File: config.mk
export PLATFORM = sky130hd
export DESIGN_NAME = spart_baud_cfg
export DESIGN_NICKNAME = d
export VERILOG_FILES = /design/src/rtl/spart_baud_cfg.sv
export SDC_FILE = /design/constraint.sdc
export NUM_CORES = 1
export LEC_CHECK = 0
export ABC_AREA = 0
export CAP_MARGIN = 20
export CORE_MARGIN = 1
export CORE_UTILIZATION = 40
export DETAILED_ROUTE_END_ITERATION = 12
export SYNTH_ARGS = -nofsm -noshare
export SYNTH_HDL_FRONTEND = slang
export SYNTH_SLANG_ARGS = --single-unit
File: constraint.sdc
create_clock -name clk -period 2.32 [get_ports clk]
set_clock_uncertainty 0.15 [all_clocks]
set_input_delay 0.348 -clock clk [delete_from_list [all_inputs] [get_ports clk]]
set_output_delay 0.348 -clock clk [all_outputs]
set_load 0.01 [all_outputs]
File: src/rtl/spart_baud_cfg.sv
// -----------------------------------------------------------------------------
// spart_baud_cfg
// Configuration sequencer for the SPART baud rate generator. After reset, and
// after every debounced change of the board baud-select switches, it writes the
// selected 16-bit divisor into the generator as a low-byte load followed by a
// high-byte load. In between auto sequences it forwards single-byte CPU divisor
// writes onto the same strobe/data bus; the auto sequence always has priority.
// All outputs come straight from flops: each output register is loaded with the
// value that belongs to the state being entered.
// -----------------------------------------------------------------------------
module spart_baud_cfg #(
    parameter logic [15:0] DIV0     = 16'h0516,
    parameter logic [15:0] DIV1     = 16'h028B,
    parameter logic [15:0] DIV2     = 16'h0145,
    parameter logic [15:0] DIV3     = 16'h00A2,
    parameter logic [15:0] DEBOUNCE = 16'd1000,
    parameter logic [7:0]  SETTLE   = 8'd4
) (
    input  logic       clk,
    input  logic       rst,
    input  logic [1:0] br_sel,
    input  logic       cpu_wr_req,
    input  logic       cpu_wr_hi,
    input  logic [7:0] cpu_wr_data,
    output logic       cpu_wr_ack,
    output logic       load_low,
    output logic       load_high,
    output logic [7:0] data_out,
    output logic       cfg_busy,
    output logic       cfg_done
);

    typedef enum logic [2:0] {
        ST_START   = 3'd0,
        ST_LOAD_LO = 3'd1,
        ST_LOAD_HI = 3'd2,
        ST_SETTLE  = 3'd3,
        ST_READY   = 3'd4,
        ST_CPU_WR  = 3'd5
    } state_t;

    // Returns one byte of the divisor selected by sel (hi=1 -> bits 15:8).
    function automatic logic [7:0] div_byte(input logic [1:0] sel, input logic hi);
        logic [15:0] div_v;
        case (sel)
            2'b00:   div_v = DIV0;
            2'b01:   div_v = DIV1;
            2'b10:   div_v = DIV2;
            2'b11:   div_v = DIV3;
            default: div_v = DIV1;
        endcase
        if (hi) begin
            div_byte = div_v[15:8];
        end else begin
            div_byte = div_v[7:0];
        end
    endfunction

    // Switch synchronizer plus one history stage used to detect value changes.
    logic [1:0]  sync1_r, sync2_r, sync_prev_r;

    state_t      state_r, state_s;
    logic [1:0]  applied_sel_r, applied_sel_s;
    logic [15:0] deb_cnt_r, deb_cnt_s;
    logic [1:0]  start_cnt_r, start_cnt_s;
    logic [7:0]  settle_cnt_r, settle_cnt_s;

    logic        load_low_r, load_low_s;
    logic        load_high_r, load_high_s;
    logic [7:0]  data_out_r, data_out_s;
    logic        ack_r, ack_s;
    logic        busy_r, busy_s;
    logic        done_r, done_s;

    logic        sel_stable_s;
    logic        sel_diff_s;
    logic        deb_expire_s;

    assign sel_stable_s = (sync2_r == sync_prev_r);
    assign sel_diff_s   = (sync2_r != applied_sel_r);
    assign deb_expire_s = (state_r == ST_READY) && sel_stable_s && sel_diff_s &&
                          (deb_cnt_r == (DEBOUNCE - 16'd1));

    // Two-flop synchronizer for the asynchronous switches, plus change history.
    always_ff @(posedge clk or posedge rst) begin
        if (rst) begin
            sync1_r     <= 2'b00;
            sync2_r     <= 2'b00;
            sync_prev_r <= 2'b00;
        end else begin
            sync1_r     <= br_sel;
            sync2_r     <= sync1_r;
            sync_prev_r <= sync2_r;
        end
    end

    // FSM state and sequencing counters.
    always_ff @(posedge clk or posedge rst) begin
        if (rst) begin
            state_r       <= ST_START;
            applied_sel_r <= 2'b00;
            deb_cnt_r     <= 16'd0;
            start_cnt_r   <= 2'd0;
            settle_cnt_r  <= 8'd0;
        end else begin
            state_r       <= state_s;
            applied_sel_r <= applied_sel_s;
            deb_cnt_r     <= deb_cnt_s;
            start_cnt_r   <= start_cnt_s;
            settle_cnt_r  <= settle_cnt_s;
        end
    end

    // Next-state logic and the output values that belong to the next state.
    always_comb begin
        state_s       = state_r;
        applied_sel_s = applied_sel_r;
        deb_cnt_s     = 16'd0;
        start_cnt_s   = start_cnt_r;
        settle_cnt_s  = settle_cnt_r;
        load_low_s    = 1'b0;
        load_high_s   = 1'b0;
        data_out_s    = data_out_r;
        ack_s         = 1'b0;
        busy_s        = 1'b1;
        done_s        = 1'b0;

        case (state_r)
            ST_START: begin
                // Two full cycles let the synchronizer fill before the first latch.
                if (start_cnt_r == 2'd2) begin
                    applied_sel_s = sync2_r;
                    state_s       = ST_LOAD_LO;
                    load_low_s    = 1'b1;
                    data_out_s    = div_byte(sync2_r, 1'b0);
                end else begin
                    start_cnt_s = start_cnt_r + 2'd1;
                end
            end
            ST_LOAD_LO: begin
                state_s     = ST_LOAD_HI;
                load_high_s = 1'b1;
                data_out_s  = div_byte(applied_sel_r, 1'b1);
            end
            ST_LOAD_HI: begin
                state_s      = ST_SETTLE;
                settle_cnt_s = 8'd1;
            end
            ST_SETTLE: begin
                if (settle_cnt_r >= (SETTLE - 8'd1)) begin
                    state_s = ST_READY;
                end else begin
                    settle_cnt_s = settle_cnt_r + 8'd1;
                end
            end
            ST_READY: begin
                // Debounce: count only while the new value is stable and differs.
                if (sel_diff_s && sel_stable_s) begin
                    if (deb_expire_s) begin
                        deb_cnt_s = 16'd0;
                    end else begin
                        deb_cnt_s = deb_cnt_r + 16'd1;
                    end
                end else begin
                    deb_cnt_s = 16'd0;
                end
                // Auto reconfiguration wins over a simultaneous CPU request.
                if (deb_expire_s) begin
                    applied_sel_s = sync2_r;
                    state_s       = ST_LOAD_LO;
                    load_low_s    = 1'b1;
                    data_out_s    = div_byte(sync2_r, 1'b0);
                end else if (cpu_wr_req) begin
                    state_s     = ST_CPU_WR;
                    load_high_s = cpu_wr_hi;
                    load_low_s  = ~cpu_wr_hi;
                    data_out_s  = cpu_wr_data;
                    ack_s       = 1'b1;
                end else begin
                    state_s = ST_READY;
                end
            end
            ST_CPU_WR: begin
                // Debounce progress is frozen for the single CPU write cycle.
                state_s   = ST_READY;
                deb_cnt_s = deb_cnt_r;
            end
            default: begin
                state_s     = ST_START;
                start_cnt_s = 2'd0;
            end
        endcase

        if ((state_s == ST_READY) || (state_s == ST_CPU_WR)) begin
            busy_s = 1'b0;
            done_s = 1'b1;
        end else begin
            busy_s = 1'b1;
            done_s = 1'b0;
        end
    end

    // Output registers, loaded with the values of the state being entered.
    always_ff @(posedge clk or posedge rst) begin
        if (rst) begin
            load_low_r  <= 1'b0;
            load_high_r <= 1'b0;
            data_out_r  <= 8'h00;
            ack_r       <= 1'b0;
            busy_r      <= 1'b1;
            done_r      <= 1'b0;
        end else begin
            load_low_r  <= load_low_s;
            load_high_r <= load_high_s;
            data_out_r  <= data_out_s;
            ack_r       <= ack_s;
            busy_r      <= busy_s;
            done_r      <= done_s;
        end
    end

    assign load_low   = load_low_r;
    assign load_high  = load_high_r;
    assign data_out   = data_out_r;
    assign cpu_wr_ack = ack_r;
    assign cfg_busy   = busy_r;
    assign cfg_done   = done_r;

endmodule

**Word-level counts from Yosys, hierarchy flattened**

Index checks and enable logic that the tools add are counted.

- Register bits after elaboration: 50
- Input bits: 14
- Output and inout bits: 13
- Word-level logic and storage cells: 91

- $add $sub $neg: 3
- $lt $le $gt $ge: 1
- Equality and inequality tests: 22
- Multiplexer cells: 33
- Bitwise operators: 2
- Reduce and logical (&&, ||, !) cells: 16

Operators by type and width:

| kind | number |
|---|---|
| 16-bit one-hot mux with 4 select lines | 1 |
| 16-bit 2-to-1 mux | 2 |
| 8-bit 2-to-1 mux | 4 |
| 16-bit one-hot mux with 2 select lines | 1 |
| 8-bit one-hot mux with 4 select lines | 1 |
| 8-bit one-hot mux with 3 select lines | 1 |
| 3-bit one-hot mux with 6 select lines | 1 |
| 16-bit by 1-bit adder with 16-bit output, second input constant | 1 |
| 16-bit by 10-bit == test with 1-bit output, second input constant | 1 |
| 8-bit one-hot mux with 2 select lines | 1 |
| 3-bit == test, second input constant | 4 |
| 1-bit 2-to-1 mux | 11 |
| 2-bit == test, second input constant | 5 |
| 3-bit 2-to-1 mux | 3 |
| 8-bit by 1-bit adder with 8-bit output, second input constant | 1 |
| 8-bit by 2-bit greater-or-equal comparator with 1-bit output, second input constant | 1 |
| 2-bit inequality test, second input constant | 4 |
| 2-bit one-hot mux with 2 select lines | 2 |
| 3-bit by 2-bit == test with 1-bit output, second input constant | 2 |
| 2-bit 2-to-1 mux | 3 |
| 3-bit AND reduction | 2 |
| 5-bit OR reduction | 1 |
| 2-bit by 1-bit == test with 1-bit output, second input constant | 2 |
| 1-bit logical AND | 4 |
| 13 further kinds | 18 |

**Logic depth before layout (Yosys ltp)**

- Word-level depth: 9
- Gate-level depth with buffers: 7
- Gate-level depth less buffers: 7

**Worst setup path before layout**

OpenSTA, ideal clock, no wires.

- Path kind: register to register
- From: reg deb_cnt_r[12]
- To: reg data_out_r[1] (netlist: data_out[1])
- Setup time: 0.142 ns
- Arrival time: 2.109 ns
- Required time: 2.028 ns
- Path slack: -0.081 ns
- Cell stages (with the launch flop): 6
- Path buffers: 0
- Clock period less this slack: 2.401 ns
- Path through: dfrtp_1 or4_4 or4_4 o31a_1 o41ai_2 mux2i_1

- Longest elaborated chain between the ends: 4
- Elaborated cells between the ends (all ways): 6
- Those cells by class: 2 x eq/ne; 2 x mux; 2 x reduce/logical

RTL lines:

| element | line | RTL |
|---|---|---|
| start, declared | 64 | `logic [15:0] deb_cnt_r, deb_cnt_s;` |
| start signal, assigned | 108 | `deb_cnt_r <= deb_cnt_s;` |
| 16-bit by 10-bit == test with 1-bit output (*) | 82 | `(deb_cnt_r == (DEBOUNCE - 16'd1));` |
| 1-bit logical AND (*) | 81 | `assign deb_expire_s = (state_r == ST_READY) && sel_stable_s && sel_diff_s &&` |
| 3-bit inequality test (no line) or 8-bit 2-to-1 mux (tied branches) | - |  |
| 3-bit AND reduction (no line) or 8-bit one-hot mux with 3 select lines (tied branches) | - |  |
| end signal, assigned | 215 | `data_out_r <= data_out_s;` |
| end, declared | 70 | `logic [7:0] data_out_r, data_out_s;` |

Every way passes the cells marked *; elsewhere a longest branch is shown, timed or not.
A chain may end at the register's enable or synchronous reset.

**Worst setup path in the final report**

- From: reg deb_cnt_r[10]
- To: reg applied_sel_r[0]

- Longest elaborated chain between the ends: 4

RTL lines:

| element | line | RTL |
|---|---|---|
| 16-bit by 10-bit == test with 1-bit output | 82 |  |
| 1-bit logical AND | 81 |  |
| 2-bit inequality test (no line) | - |  |
| 3-bit AND reduction (no line) | - |  |
| end signal, assigned | 107 | `applied_sel_r <= applied_sel_s;` |
| end, declared | 63 | `logic [1:0] applied_sel_r, applied_sel_s;` |

No other way between the ends.

==> results.txt <==
Clock transition at path regs: 110 ps
GPL Wtd Cong: 0.788
Vias in the first global route: 2069
CP Launch Type: flop
Final worst path period need: 2370 ps
Crit. End Element: flop
Die width: 82.3 um
Outcome: finished, violations left
Final setup margin: -46.9 ps
Overflow after GRT: 0
Sw power: 459 uW
Critical path required time: 2380 ps
Setup Crit Path Kind: flop to flop
P&R area growth vs syn: 28.4%
Slowest stage cell on the critical path: or4_4
TNS Setup: -94.1 ps
Via/cell ratio: 5.23
CTS Hold Bufs: 0
CTS tree: built
Clock Latency Late Sink: 320 ps
Pleak: 0.00155 uW
Synth Area in Compound Gates: 13.2%
Multiplexer area fraction after synthesis: 2.38%
Post-Synth Simple-Gate Area: 23.3%
Clock power frac: 31.8%
Sequential share of power: 53.5%
Netlist Area Pre-Place: 2580 um^2
DIE AREA: 6780 um^2
Hold Crit Class: input port to async pin
Max frequency: 422 MHz
Internal Pwr Total: 1280 uW
Final setup vio count: 4
Initial cell density of the core: 42.6%
Tot GR Track Use: 18.7%
Syn_area_per_cell: 9.56 um^2
Post-synth EDFFs: 0
Core footprint: 6060 um^2
Port Buffer Count: 26
Slew Limit Fails: 0
RSZ-0062 raised after global routing: true
Switching part of the total: 26.4%
Pin count of the biggest net entering global routing: 35
Tcrit/Tclk final: 102%
FF-to-FF path depth: 6
DRC: 0
Initial antenna violation count: 0
Maximum fanout along the worst path: 3
Relative max-transition margin: 65.9%
Post-Synth Adder-Cell Area: 3.39%
Pwr Density: 524 nW/um^2
Ports: 27
Synth unique cells: 51
Clock buffer count from CTS: 5
Hpwl dp: 4090 um
Final Hold Violating Endpoints: 0
Clock sinks: 50
Primary FF master, synth: dfrtp_1
Net Count, Synth: 291
Launching point of the worst reg2reg path: deb_cnt_r[10]
Detail Route Antenna Nets: 0
Layout cells sized above 1: 18.7%
Failing checks: negative setup slack
CTS root buf: clkbuf_8
Row cnt: 28
Gate power share: 14.7%
Share of flip-flops with an asynchronous set or reset: 100%
Final hold slack: 164 ps
Worst vdd ir: 252 uV
Register area share after synthesis: 48.5%
First-pass GRT wire length: 9450 um
Critical path cell sequence: or4_4, or4_4, nor3_4, buf_6, nor2_4, mux2_4
Maximum capacitance violations: 0
Fill cells: 558
Mapped Cells: 270
Xor/xnor cell area share of the yosys netlist: 5.43%
Ant diodes: 0
Wire length per cell: 14.5 um
Flop-to-flop setup slack: -50 ps
Detailed Route WL: 5820 um
CP arrival: 2430 ps
Worst r2r dst: applied_sel_r[0]
Final #Nets: 347
Final core occ: 54.7%
Worst slew pin tran: 509 ps
CTS Buffer Depth: 2
DIE HEIGHT: 82.3 um
Seq cells post-synth: 50
Largest family of logic cells by synthesized area: simple AND/OR/NAND/NOR gates
Iter 0 DRT Violations: 66
Number of H-tree levels: 2
CP most frequent cell: or4_4
Pre-antenna DRT Iters: 4
Max stage delay on crit path: 560 ps
Via count: 2104
YS warnings: 0
==> cell usage after synthesis (7+ instances only) <==
| library cell | count | share of area [%] |
|---|---|---|
| xor2_1 | 11 | 3.7 |
| a21oi_1 | 13 | 2.5 |
| nor2_1 | 26 | 3.8 |
| nor2b_1 | 8 | 1.9 |
| o21ai_0 | 8 | 1.6 |
| dfrtp_1 | 49 | 48 |
| o21ai_1 | 8 | 1.6 |
| clkbuf_1 | 7 | 1.0 |
| nand4_1 | 8 | 1.9 |
| ha_1 | 7 | 3.4 |
| inv_1 | 17 | 2.5 |
| nand2_1 | 29 | 4.2 |
| nand3_1 | 9 | 1.7 |
==> layout by cell type (no fill, tap or decap), types with 4 or more instances in the layout <==
master / n
a21oi_1: 12
a32oi_1: 4
and3_1: 5
buf_4: 26
clkbuf_8: 6
clkdlybuf4s50_1: 26
dfrtp_1: 49
ha_1: 7
inv_1: 16
nand2_1: 29
nand2b_1: 6
nand3_1: 8
nand4_1: 8
nor2_1: 26
nor2b_1: 8
nor3_1: 6
nor4_1: 5
o21ai_0: 5
o21ai_1: 9
xnor2_1: 5
xor2_1: 11
==> sequential cells by signal (all words and copies together), names as in the netlist <==
| register | count |
|---|---|
| deb_cnt_r | 16 |
| data_out | 8 |
| settle_cnt_r | 8 |
| state_r | 3 |
| applied_sel_r | 2 |
| start_cnt_r | 2 |
| sync1_r | 2 |
| sync2_r | 2 |
| sync_prev_r | 2 |
| cfg_busy | 1 |
| cfg_done | 1 |
| cpu_wr_ack | 1 |
| load_high | 1 |
| load_low | 1 |
==> power by group through the flow <==
stage          clock (uW)  sequential (uW)  combinational, uW
2_1_floorplan           0              955                116
3_3_place_gp            0              946                248
3_5_place_dp            0              947                250
4_1_cts               566              930                252
5_1_grt               596              935                285
6_report              552              930                255
==> area by class of cell <==
cell class                 instances  area (um^2)  share of cell area, %
sequential                        50         1250                   37.8
clock inverter                     2         17.5                  0.529
clock buffer                       6         82.6                   2.49
inverter                          18         67.6                   2.04
tap                               75         93.8                   2.83
timing repair buffer              57          514                   15.5
multi-input combinational        194         1280                   38.8
==> kinds of logic after synthesis <==
| logic type | count (synthesis) |
|---|---|
| AO/OA/AOI/OAI | 52 |
| multiplexers | 5 |
| AND/OR/NAND/NOR | 114 |
| flip-flops | 50 |
| XOR/XNOR | 16 |
| adder cells (fa/ha/maj) | 7 |
| buffers and inverters | 26 |
==> per-layer routing <==
metal | GRT usage [%] | up-vias | part of all wire [%]
li1 | - | 1058 | -
met1 | 23.3 | 994 | 47
met2 | 31.7 | 40 | 47
met3 | 4.18 | 12 | 4.0
met4 | 6.84 | 0 | 1.9
met5 | 0 | - | 0
==> worst max-delay path by stage <==
stage,from,end,slack [ps],cells past startpoint
after floorplan,deb_cnt_r[15],applied_sel_r[0],-30,5
final,deb_cnt_r[10],applied_sel_r[0],-50,6
after global placement,deb_cnt_r[15],data_out[3],0.9,6
after global routing,deb_cnt_r[10],applied_sel_r[0],-100,6
after detailed placement,deb_cnt_r[15],data_out[1],-60,5
after CTS,deb_cnt_r[4],data_out[3],-70,6
==> stage by stage <==
stage	total power [uW]	cells	area, um^2	setup slack (ps)
after floorplan	1070	270	2580	-33.7
after global placement	1190	387	3100	0.944
after detailed placement	1200	387	3100	-60.3
after CTS	1750	397	3220	-65.3
after global routing	1820	402	3310	-101
final	1740	402	3310	-46.9
==> repair_timing <==
item | 4_1_cts | 5_1_grt
pin swaps | 10 | 9
resized for setup | 5 | 10
buffers inserted | 2 | 5
setup endpoints to repair | 6 | 27
cloned | 0 | 1
==> worst max-delay path: cells and delay by family, from the launching register on <==
kind	cells	cell delay (ps)
multiplexers	1	300
flip-flops	1	390
AND/OR/NAND/NOR	4	1300
buffers and inverters	1	130
Power figures use the tool's default switching activity.
